==> src/rtl/pc_fetch_unit_if.sv <==
// Bundle between the fetch unit and its environment: branch redirect, hazard
// control, instruction memory port and the IF/ID pipeline register outputs.
interface pc_fetch_unit_if #(
  parameter int PC_W  = 9,
  parameter int INS_W = 32
);
  logic             PcSel;
  logic [31:0]      BrPC;
  logic             halt;
  logic             Stall;
  logic [INS_W-1:0] Imem_Rdata;
  logic [PC_W-1:0]  Imem_Addr;
  logic             Imem_Req;
  logic [PC_W-1:0]  Cur_PC;
  logic [PC_W-1:0]  IfId_PC;
  logic [INS_W-1:0] IfId_Instr;
  logic             IfId_Valid;
  logic             Halted;
  logic             Misalign;

  modport master (
    input  PcSel, BrPC, halt, Stall, Imem_Rdata,
    output Imem_Addr, Imem_Req, Cur_PC, IfId_PC, IfId_Instr, IfId_Valid, Halted, Misalign
  );

  modport slave (
    output PcSel, BrPC, halt, Stall, Imem_Rdata,
    input  Imem_Addr, Imem_Req, Cur_PC, IfId_PC, IfId_Instr, IfId_Valid, Halted, Misalign
  );
endinterface

==> src/rtl/pc_fetch_unit.sv <==
// PC register and IF stage: next-PC selection, IF/ID register with flush/stall, halt FSM.
// Optional feature macro FETCH_MISALIGN_TRAP_EN: misaligned redirect traps into HALTED.
module pc_fetch_unit #(
  parameter int                PC_W     = 9,
  parameter int                INS_W    = 32,
  parameter logic [PC_W-1:0]   RESET_PC = '0,
  parameter logic [INS_W-1:0]  NOP_INS  = 32'h00000013
) (
  input  logic            clk,
  input  logic            reset,
  pc_fetch_unit_if.master bus
);

  typedef enum logic {
    RUN    = 1'b0,
    HALTED = 1'b1
  } state_t;

  state_t           state_q, state_d;
  logic [PC_W-1:0]  pc_q, pc_d;
  logic [PC_W-1:0]  ifPc_q, ifPc_d;
  logic [INS_W-1:0] ifInstr_q, ifInstr_d;
  logic             ifValid_q, ifValid_d;
  logic [PC_W-1:0]  target;
  logic             misTrap;
  logic             unusedBrBits;

  // Redirect targets are always word aligned; bits above PC_W are dropped.
  assign target       = {bus.BrPC[PC_W-1:2], 2'b00};
  assign unusedBrBits = ^{bus.BrPC[31:PC_W], bus.BrPC[1:0]};

`ifdef FETCH_MISALIGN_TRAP_EN
  logic misalign_q;

  assign misTrap = bus.PcSel && (bus.BrPC[1:0] != 2'b00);

  always_ff @(posedge clk or posedge reset) begin
    if (reset) begin
      misalign_q <= 1'b0;
    end else if (misTrap && (state_q == RUN)) begin
      misalign_q <= 1'b1;
    end
  end

  assign bus.Misalign = misalign_q;
`else
  assign misTrap      = 1'b0;
  assign bus.Misalign = 1'b0;
`endif

  always_ff @(posedge clk or posedge reset) begin
    if (reset) begin
      state_q   <= RUN;
      pc_q      <= RESET_PC;
      ifPc_q    <= '0;
      ifInstr_q <= NOP_INS;
      ifValid_q <= 1'b0;
    end else begin
      state_q   <= state_d;
      pc_q      <= pc_d;
      ifPc_q    <= ifPc_d;
      ifInstr_q <= ifInstr_d;
      ifValid_q <= ifValid_d;
    end
  end

  // Halted or redirecting flushes IF/ID; a stall freezes PC and IF/ID together.
  always_comb begin
    state_d   = state_q;
    pc_d      = pc_q;
    ifPc_d    = ifPc_q;
    ifInstr_d = ifInstr_q;
    ifValid_d = ifValid_q;

    if (state_q == HALTED) begin
      ifValid_d = 1'b0;
      ifInstr_d = NOP_INS;
      ifPc_d    = '0;
    end else begin
      if (bus.halt || misTrap) begin
        state_d = HALTED;
      end
      if (bus.PcSel) begin
        ifValid_d = 1'b0;
        ifInstr_d = NOP_INS;
        ifPc_d    = '0;
        if (!misTrap) begin
          pc_d = target;
        end
      end else if (!bus.Stall) begin
        ifValid_d = 1'b1;
        ifInstr_d = bus.Imem_Rdata;
        ifPc_d    = pc_q;
        pc_d      = pc_q + PC_W'(4);
      end
    end
  end

  assign bus.Imem_Addr  = pc_q;
  assign bus.Imem_Req   = (state_q == RUN) && !bus.Stall;
  assign bus.Cur_PC     = pc_q;
  assign bus.IfId_PC    = ifPc_q;
  assign bus.IfId_Instr = ifInstr_q;
  assign bus.IfId_Valid = ifValid_q;
  assign bus.Halted     = (state_q == HALTED);

endmodule
==> src/flat_wrapper.sv <==
// flat-port wrapper written by rule: the top's interface ports become plain ports
module pc_fetch_unit_flat 
#(
  parameter int                PC_W     = 9,
  parameter int                INS_W    = 32,
  parameter logic [PC_W-1:0]   RESET_PC = '0,
  parameter logic [INS_W-1:0]  NOP_INS  = 32'h00000013
)
  (clk, reset, bus_PcSel, bus_BrPC, bus_halt, bus_Stall, bus_Imem_Rdata, bus_Imem_Addr, bus_Imem_Req, bus_Cur_PC, bus_IfId_PC, bus_IfId_Instr, bus_IfId_Valid, bus_Halted, bus_Misalign);
  pc_fetch_unit_if #(.PC_W(PC_W), .INS_W(INS_W)) bus_i ();
  input  logic clk;
  input  logic reset;
  input wire logic [$bits(bus_i.PcSel)-1:0] bus_PcSel;
  input wire logic [$bits(bus_i.BrPC)-1:0] bus_BrPC;
  input wire logic [$bits(bus_i.halt)-1:0] bus_halt;
  input wire logic [$bits(bus_i.Stall)-1:0] bus_Stall;
  input wire logic [$bits(bus_i.Imem_Rdata)-1:0] bus_Imem_Rdata;
  output wire logic [$bits(bus_i.Imem_Addr)-1:0] bus_Imem_Addr;
  output wire logic [$bits(bus_i.Imem_Req)-1:0] bus_Imem_Req;
  output wire logic [$bits(bus_i.Cur_PC)-1:0] bus_Cur_PC;
  output wire logic [$bits(bus_i.IfId_PC)-1:0] bus_IfId_PC;
  output wire logic [$bits(bus_i.IfId_Instr)-1:0] bus_IfId_Instr;
  output wire logic [$bits(bus_i.IfId_Valid)-1:0] bus_IfId_Valid;
  output wire logic [$bits(bus_i.Halted)-1:0] bus_Halted;
  output wire logic [$bits(bus_i.Misalign)-1:0] bus_Misalign;
  assign bus_i.PcSel = bus_PcSel;
  assign bus_i.BrPC = bus_BrPC;
  assign bus_i.halt = bus_halt;
  assign bus_i.Stall = bus_Stall;
  assign bus_i.Imem_Rdata = bus_Imem_Rdata;
  assign bus_Imem_Addr = bus_i.Imem_Addr;
  assign bus_Imem_Req = bus_i.Imem_Req;
  assign bus_Cur_PC = bus_i.Cur_PC;
  assign bus_IfId_PC = bus_i.IfId_PC;
  assign bus_IfId_Instr = bus_i.IfId_Instr;
  assign bus_IfId_Valid = bus_i.IfId_Valid;
  assign bus_Halted = bus_i.Halted;
  assign bus_Misalign = bus_i.Misalign;
  pc_fetch_unit #(.PC_W(PC_W), .INS_W(INS_W), .RESET_PC(RESET_PC), .NOP_INS(NOP_INS)) u_core (.clk(clk), .reset(reset), .bus(bus_i));
endmodule
==> config.mk <==
export PLATFORM = sky130hd
export DESIGN_NAME = pc_fetch_unit_flat
export DESIGN_NICKNAME = d
export VERILOG_FILES = /design/src/rtl/pc_fetch_unit_if.sv /design/src/rtl/pc_fetch_unit.sv /design/src/flat_wrapper.sv
export SDC_FILE = /design/constraint.sdc
export NUM_CORES = 1
export LEC_CHECK = 0
export CAP_MARGIN = 20
export CELL_PAD_IN_SITES_DETAIL_PLACEMENT = 1
export CELL_PAD_IN_SITES_GLOBAL_PLACEMENT = 2
export CORE_AREA = 10 10 107 109
export DETAILED_ROUTE_END_ITERATION = 12
export DIE_AREA = 0 0 117 119
export GPL_TIMING_DRIVEN = 0
export PLACE_DENSITY = 0.86
export SLEW_MARGIN = 5
export SYNTH_ARGS = -nofsm -noshare
export SYNTH_HDL_FRONTEND = slang
export SYNTH_SLANG_ARGS = --single-unit
==> constraint.sdc <==
create_clock -name clk -period 3.2 [get_ports clk]
set_input_delay 0.64 -clock clk [delete_from_list [all_inputs] [get_ports clk]]
set_output_delay 0.64 -clock clk [all_outputs]
set_load 0.02 [all_outputs]
==> results of run 1 <==
-- flip-flops by register name (all words and copies together), names as in the netlist --
name                   count
u_core.bus.IfId_Instr     32
u_core.bus.IfId_Valid      1
u_core.bus.Cur_PC          7
u_core.bus.Halted          1
u_core.bus.IfId_PC         8
-- metrics by stage --
step	hold slack [ns]	power, uW
final	0.497	1230
after global routing	0.529	1290
after CTS	0.511	1250
after detailed placement	0.490	771
after global placement	0.463	765
after floorplan	0.579	691
-- path summary, 6_finish.rpt --
kind / cells past startpoint / end / startpoint
worst min-delay path: 2 / u_core.bus.IfId_Valid / u_core.bus.IfId_Valid
worst max register to register: 5 / u_core.bus.Cur_PC[8] / u_core.bus.Cur_PC[2]
min in group asynchronous: 2 / u_core.bus.IfId_Instr[9] / reset
worst max-delay path: 3 / bus_Imem_Req / u_core.bus.Halted
worst min register to register: 2 / u_core.bus.IfId_Valid / u_core.bus.IfId_Valid
max in group asynchronous: 3 / u_core.bus.IfId_Instr[1] / reset
-- metal layers --
metal  global-route usage (%)  routed length, um  vias up  share of wire, %
met5                        0                  0        -                 0
met4                     2.40                 69        0              0.96
met3                     3.56                552        9               7.7
met2                     16.2               3500       63                49
met1                     12.4               3080      865                43
li1                         -                  -      811                 -
-- Yosys cell counts, types with 2 or more instances --
library cell	n
o22a_1	3
buf_6	8
a22oi_1	5
a21oi_1	4
dfstp_2	3
a22o_1	37
o21ai_0	6
nand2_1	6
nor2_1	2
nor3_1	3
buf_4	15
nor4_1	3
dfrtp_1	46
-- critical path: cells and delay by family (launching register included) --
family / cells / cell delay, ns
buffers and inverters: 2 / 0.81
DFF: 1 / 0.40
and+or+nand+nor: 1 / 0.18
-- layout make-up --
type	count	area [um^2]	share of cell area [%]
plain buffers	25	211	6.25
clock buffers	6	82.6	2.44
clock inverters	2	37.5	1.11
inverters	3	11.3	0.333
multi-input cells	91	659	19.5
flip-flops and latches	49	1230	36.3
well taps	114	143	4.21
repair buffers	100	1010	29.9
-- cells by family (layout without fill, tap and decap cells) --
| group | after synthesis | in the layout |
|---|---|---|
| adders and majority gates | 1 | 1 |
| other | 1 | 5 |
| muxes | 1 | 1 |
| and+or+nand+nor | 27 | 27 |
| DFF | 49 | 49 |
| buffers and inverters | 28 | 136 |
| AOI/OAI and AO/OA | 57 | 57 |
-- power by group through the flow --
stage	clock, uW	combinational [uW]	sequential, uW
2_1_floorplan	0	48.0	643
5_1_grt	521	138	631
3_3_place_gp	0	123	642
6_report	468	127	629
3_5_place_dp	0	129	642
4_1_cts	490	129	630
==> flow_summary.yaml, run 1 <==
cts:
  post_cts_buffers: 0
  clk_latency_ns: 0.30
  clkTransAtPathRegs_ns: 0.09
  ctsResizeCount: 0
  ctsHoldBuffers: 0
  cts_tree: "built"
  cts_buffer_depth: 2
  htree_levels: 2
  cts-buffers-inserted: 5
  clockRootBuffer: "clkbuf_8"
  clock_sinks: 49
timing:
  hold_viol: 0
  rsz0062_at_grt: "false"
  setup_viol: 0
  fin_skew_ns: 0.00464
  post-route-period-util_pct: 73.0
  tns_ns: 0
  drv_slew: 0
  worst_slack_ns: 0.863
  max_freq_mhz: 428
  min_period_ns: 2.34
setup_path:
  worstSetupStartpointType: "flop"
  r2r_slack_ns: 1.76
  cp.arrival_ns: 1.70
  cp-end-kind: "primary output"
  critPathSlowestCell: "clkdlybuf4s50_1"
  crit_path_cell_trace: "buf_6 -> nor2_1 -> clkdlybuf4s50_1"
  worstPathRequired_ns: 2.56
  cp_max_fo: 10
  critPathMaxStageDelay_ns: 0.66
  crit_type: "reg2out"
floorplanning:
  dieWidth_um: 117
  initial_core_util_pct: 22.2
  rows: 36
  core_mm2: 0.00946
  die_height_um: 119
  ios: 132
  die_area_mm2: 0.0139
drt:
  dr.pass1.iters: 4
  drc: 0
  wl_per_cell_um: 18.5
  vias: 1748
  vias_per_cell: 4.48
  routed_wl_um: 7200
  first_iter_violations: 117
  antenna_left: 0
placed_design:
  place.gp.congestion: 0.711
  port_buffers: 99
  dp_hpwl_um: 5730
  dp_cells: 382
  postPlaceCellArea_mm2: 0.00327
  pre_cts_ws_ns: 0.943
synth:
  synth_xor_area_share_pct: 0
  ys_top_cells_by_area: "dfrtp_1 (55%), a22o_1 (15%), buf_4 (5.4%)"
  synth_edf_count: 0
  syn_area_mm2: 0.00210
  yosys_warnings: 0
  yosys.area_share.simple_pct: 7.82
  async_flop_share_pct: 100
  ys_types: 36
  netlist.area_leader.share_pct: 54.9
  synth-compound-area-share_pct: 21.7
  ys_ff_latch: 49
  synthAdderAreaFrac_pct: 0.597
  synth_top_family_by_area: "compound AO/OA/AOI/OAI gates"
  synth_area_leader_cell: "dfrtp_1"
  muxShareOfSynthArea_pct: 0.477
  avgSynthCellArea_um2: 12.8
  seq_area_frac_synth_pct: 58.7
  syn_inst: 164
  synth-main-ff-cell: "dfrtp_1"
pwr:
  switching_share_pct: 22.3
  ir_worst_vdd_mv: 0.154
  leakagePower_uw: 0.00145
  clockPowerShare_pct: 38.2
  p_sw_uw: 274
  sequentialPowerShare_pct: 51.4
  comb_power_share_pct: 10.4
  internal_power_uw: 951
  p_per_area_mw_per_mm2: 362
final_layout:
  layout_common_cells: "clkdlybuf4s50_1 (99), dfrtp_1 (46), a22o_1 (37)"
  layout-drive-gt1-share_pct: 15.2
  fin_nets: 345
  final_cells: 390
  stdcell_area_mm2: 0.00339
  antenna_cells: 0
  synthToLayoutAreaGrowth_pct: 61.5
  post-route-util_pct: 35.8
  layout_commonest_cell: "clkdlybuf4s50_1"
  fill_cells: 1048
job:
  max_cap_violations: 0
grt:
  grt_pass1_vias: 1904
  grt_max_degree: 32
  grt_remaining_overflow: 0
  antenna_found_initial: 0
  grt_pass1_wl_um: 10900
  grt.total_usage_pct: 10.0
min_path:
  hp-class: "reg2reg"
outcome:
  outcome: "completed"
Note: power is estimated with default switching activity, not from simulation.
==> run 2: changes to the inputs <==
--- a/config.mk
+++ b/config.mk
@@ -8,11 +8,11 @@
 export CAP_MARGIN = 20
 export CELL_PAD_IN_SITES_DETAIL_PLACEMENT = 1
 export CELL_PAD_IN_SITES_GLOBAL_PLACEMENT = 2
-export CORE_AREA = 10 10 107 109
+export CORE_AREA = 10 10 111 113
 export DETAILED_ROUTE_END_ITERATION = 12
-export DIE_AREA = 0 0 117 119
+export DIE_AREA = 0 0 121 123
 export GPL_TIMING_DRIVEN = 0
-export PLACE_DENSITY = 0.86
+export PLACE_DENSITY = 0.8
 export SLEW_MARGIN = 5
 export SYNTH_ARGS = -nofsm -noshare
 export SYNTH_HDL_FRONTEND = slang
==> constraint.sdc (replaced) <==
create_clock -name clk -period 2.3 [get_ports clk]
set_input_delay 0.46 -clock clk [delete_from_list [all_inputs] [get_ports clk]]
set_output_delay 0.46 -clock clk [all_outputs]
set_load 0.02 [all_outputs]
==> flow_summary.yaml, run 2 (synthesis results as in run 1) <==
placed_design:
  port_buffers: 99
  place.gp.congestion: 0.714
  dp_cells: 404
  dp_hpwl_um: 5700
  pre_cts_ws_ns: 0.398
  postPlaceCellArea_mm2: 0.00329
floorplanning:
  die_area_mm2: 0.0149
  ios: 132
  initial_core_util_pct: 20.7
  core_mm2: 0.0101
  rows: 37
  dieWidth_um: 121
  die_height_um: 123
drt:
  dr.pass1.iters: 4
  first_iter_violations: 60
  drc: 0
  wl_per_cell_um: 17.8
  routed_wl_um: 7330
  vias_per_cell: 4.29
  antenna_left: 0
  vias: 1768
setup_path:
  crit_path_cell_trace: "buf_6 -> nor2_1 -> clkdlybuf4s50_1"
  worstSetupStartpointType: "flop"
  cp-end-kind: "primary output"
  r2r_slack_ns: 0.83
  worst_r2r_path_depth: 5
  cp_max_fo: 10
  regToRegEndpoint: "u_core.bus.Cur_PC[8]"
  worstPathRequired_ns: 1.84
  critPathMaxStageDelay_ns: 0.66
  critPathSlowestCell: "clkdlybuf4s50_1"
  reg2reg_from: "u_core.bus.Cur_PC[2]"
  cp.arrival_ns: 1.69
  crit_type: "reg2out"
timing:
  drv_slew: 0
  post-route-period-util_pct: 93.5
  worst_slew_pin_slew_ns: 0.517
  max_freq_mhz: 465
  worst_slack_ns: 0.149
  rsz0062_at_grt: "false"
  fin_skew_ns: 0.0118
  relSlewSlack_pct: 65.4
  min_period_ns: 2.15
  setup_viol: 0
  hold_viol: 0
pwr:
  leakagePower_uw: 0.00145
  ir_worst_vdd_mv: 0.246
  p_per_area_mw_per_mm2: 494
grt:
  grt_remaining_overflow: 0
  grt_pass1_wl_um: 11700
  grt.total_usage_pct: 9.85
  antenna_found_initial: 0
  grt_pass1_vias: 1994
  grt_max_degree: 31
cts:
  cts_buffer_depth: 2
  clockRootBuffer: "clkbuf_8"
  cts-buffers-inserted: 5
  ctsHoldBuffers: 0
  post_cts_buffers: 0
  cts_tree: "built"
  ctsResizeCount: 0
  clock_sinks: 49
  clk_latency_ns: 0.30
  htree_levels: 2
  clkTransAtPathRegs_ns: 0.10
final_layout:
  fill_cells: 1126
  antenna_cells: 0
  synthToLayoutAreaGrowth_pct: 62.4
  layout_commonest_cell: "clkdlybuf4s50_1"
  seq_area_mm2: 0.00123
  layout_common_cells: "clkdlybuf4s50_1 (99), dfrtp_1 (46), a22o_1 (37)"
  final_cells: 412
  layout-drive-gt1-share_pct: 14.9
  largest_reg_flops: 32
  stdcell_area_mm2: 0.00340
  multi_input_area_um2: 659
  fin_nets: 345
job:
  max_cap_violations: 0
outcome:
  outcome: "completed"
min_path:
  hp-class: "in2async"
-- run 2: changes by cell type in the layout (fill, tap and decap cells not counted), sizes merged --
cell | before | now
clkinv | 1 | 2
clkinvlp | 1 | 0
-- run 2: critical path: cells and delay by family, from the launching register on --
family,cells,cell delay (ns)
buffers and inverters,2,0.81
flip-flops,1,0.40
AND/OR/NAND/NOR,1,0.18
-- run 2: per-stage QoR --
| stage | utilization, % | TNS [ns] | hold WS [ns] | power, uW |
|---|---|---|---|---|
| 6_report | 33.6 | 0 | 0.484 | 1680 |
| 5_1_grt | 33.6 | 0 | 0.518 | 1760 |
| 4_1_cts | 33.6 | 0 | 0.489 | 1720 |
| 3_5_place_dp | 32.5 | 0 | 0.482 | 1070 |
| 3_3_place_gp | 32.3 | -18.15 | 0.465 | 1070 |
| 2_1_floorplan | - | 0 | 0.569 | 961 |
-- run 2: where the power goes --
| group | switching [uW] | leakage, uW | internal, uW |
|---|---|---|---|
| combinational | 71.7 | 0.000754 | 104 |
| sequential | 10.8 | 0.000640 | 865 |
| clock | 302 | 0.0000554 | 327 |
-- run 2: per-layer routing --
metal | track usage [%] | vias up | routed length (um)
met2 | 15.4 | 75 | 3360
met3 | 3.24 | 7 | 611
met4 | 3.17 | 0 | 87
met1 | 12.6 | 875 | 3280
met5 | 0 | - | 0
li1 | - | 811 | -
-- run 2: layout make-up --
| class | instances | area share (%) |
|---|---|---|
| plain buffers | 25 | 6.21 |
| clock buffers | 6 | 2.13 |
| clock inverters | 2 | 1.14 |
| inverters | 3 | 0.331 |
| multi-input cells | 91 | 19.4 |
| flip-flops and latches | 49 | 36.1 |
| well taps | 136 | 5.00 |
| repair buffers | 100 | 29.7 |
-- run 2: worst max path at each step --
| stage | from | to | slack, ns |
|---|---|---|---|
| 3_5_place_dp | bus_Stall | bus_Imem_Req | 0.40 |
| 3_3_place_gp | reset | u_core.bus.Cur_PC[5] | -0.40 |
| 5_1_grt | u_core.bus.Halted | bus_Imem_Req | 0.02 |
| 6_report | u_core.bus.Halted | bus_Imem_Req | 0.15 |
| 4_1_cts | u_core.bus.Halted | bus_Imem_Req | 0.11 |
| 2_1_floorplan | reset | u_core.bus.Cur_PC[2] | 0.67 |
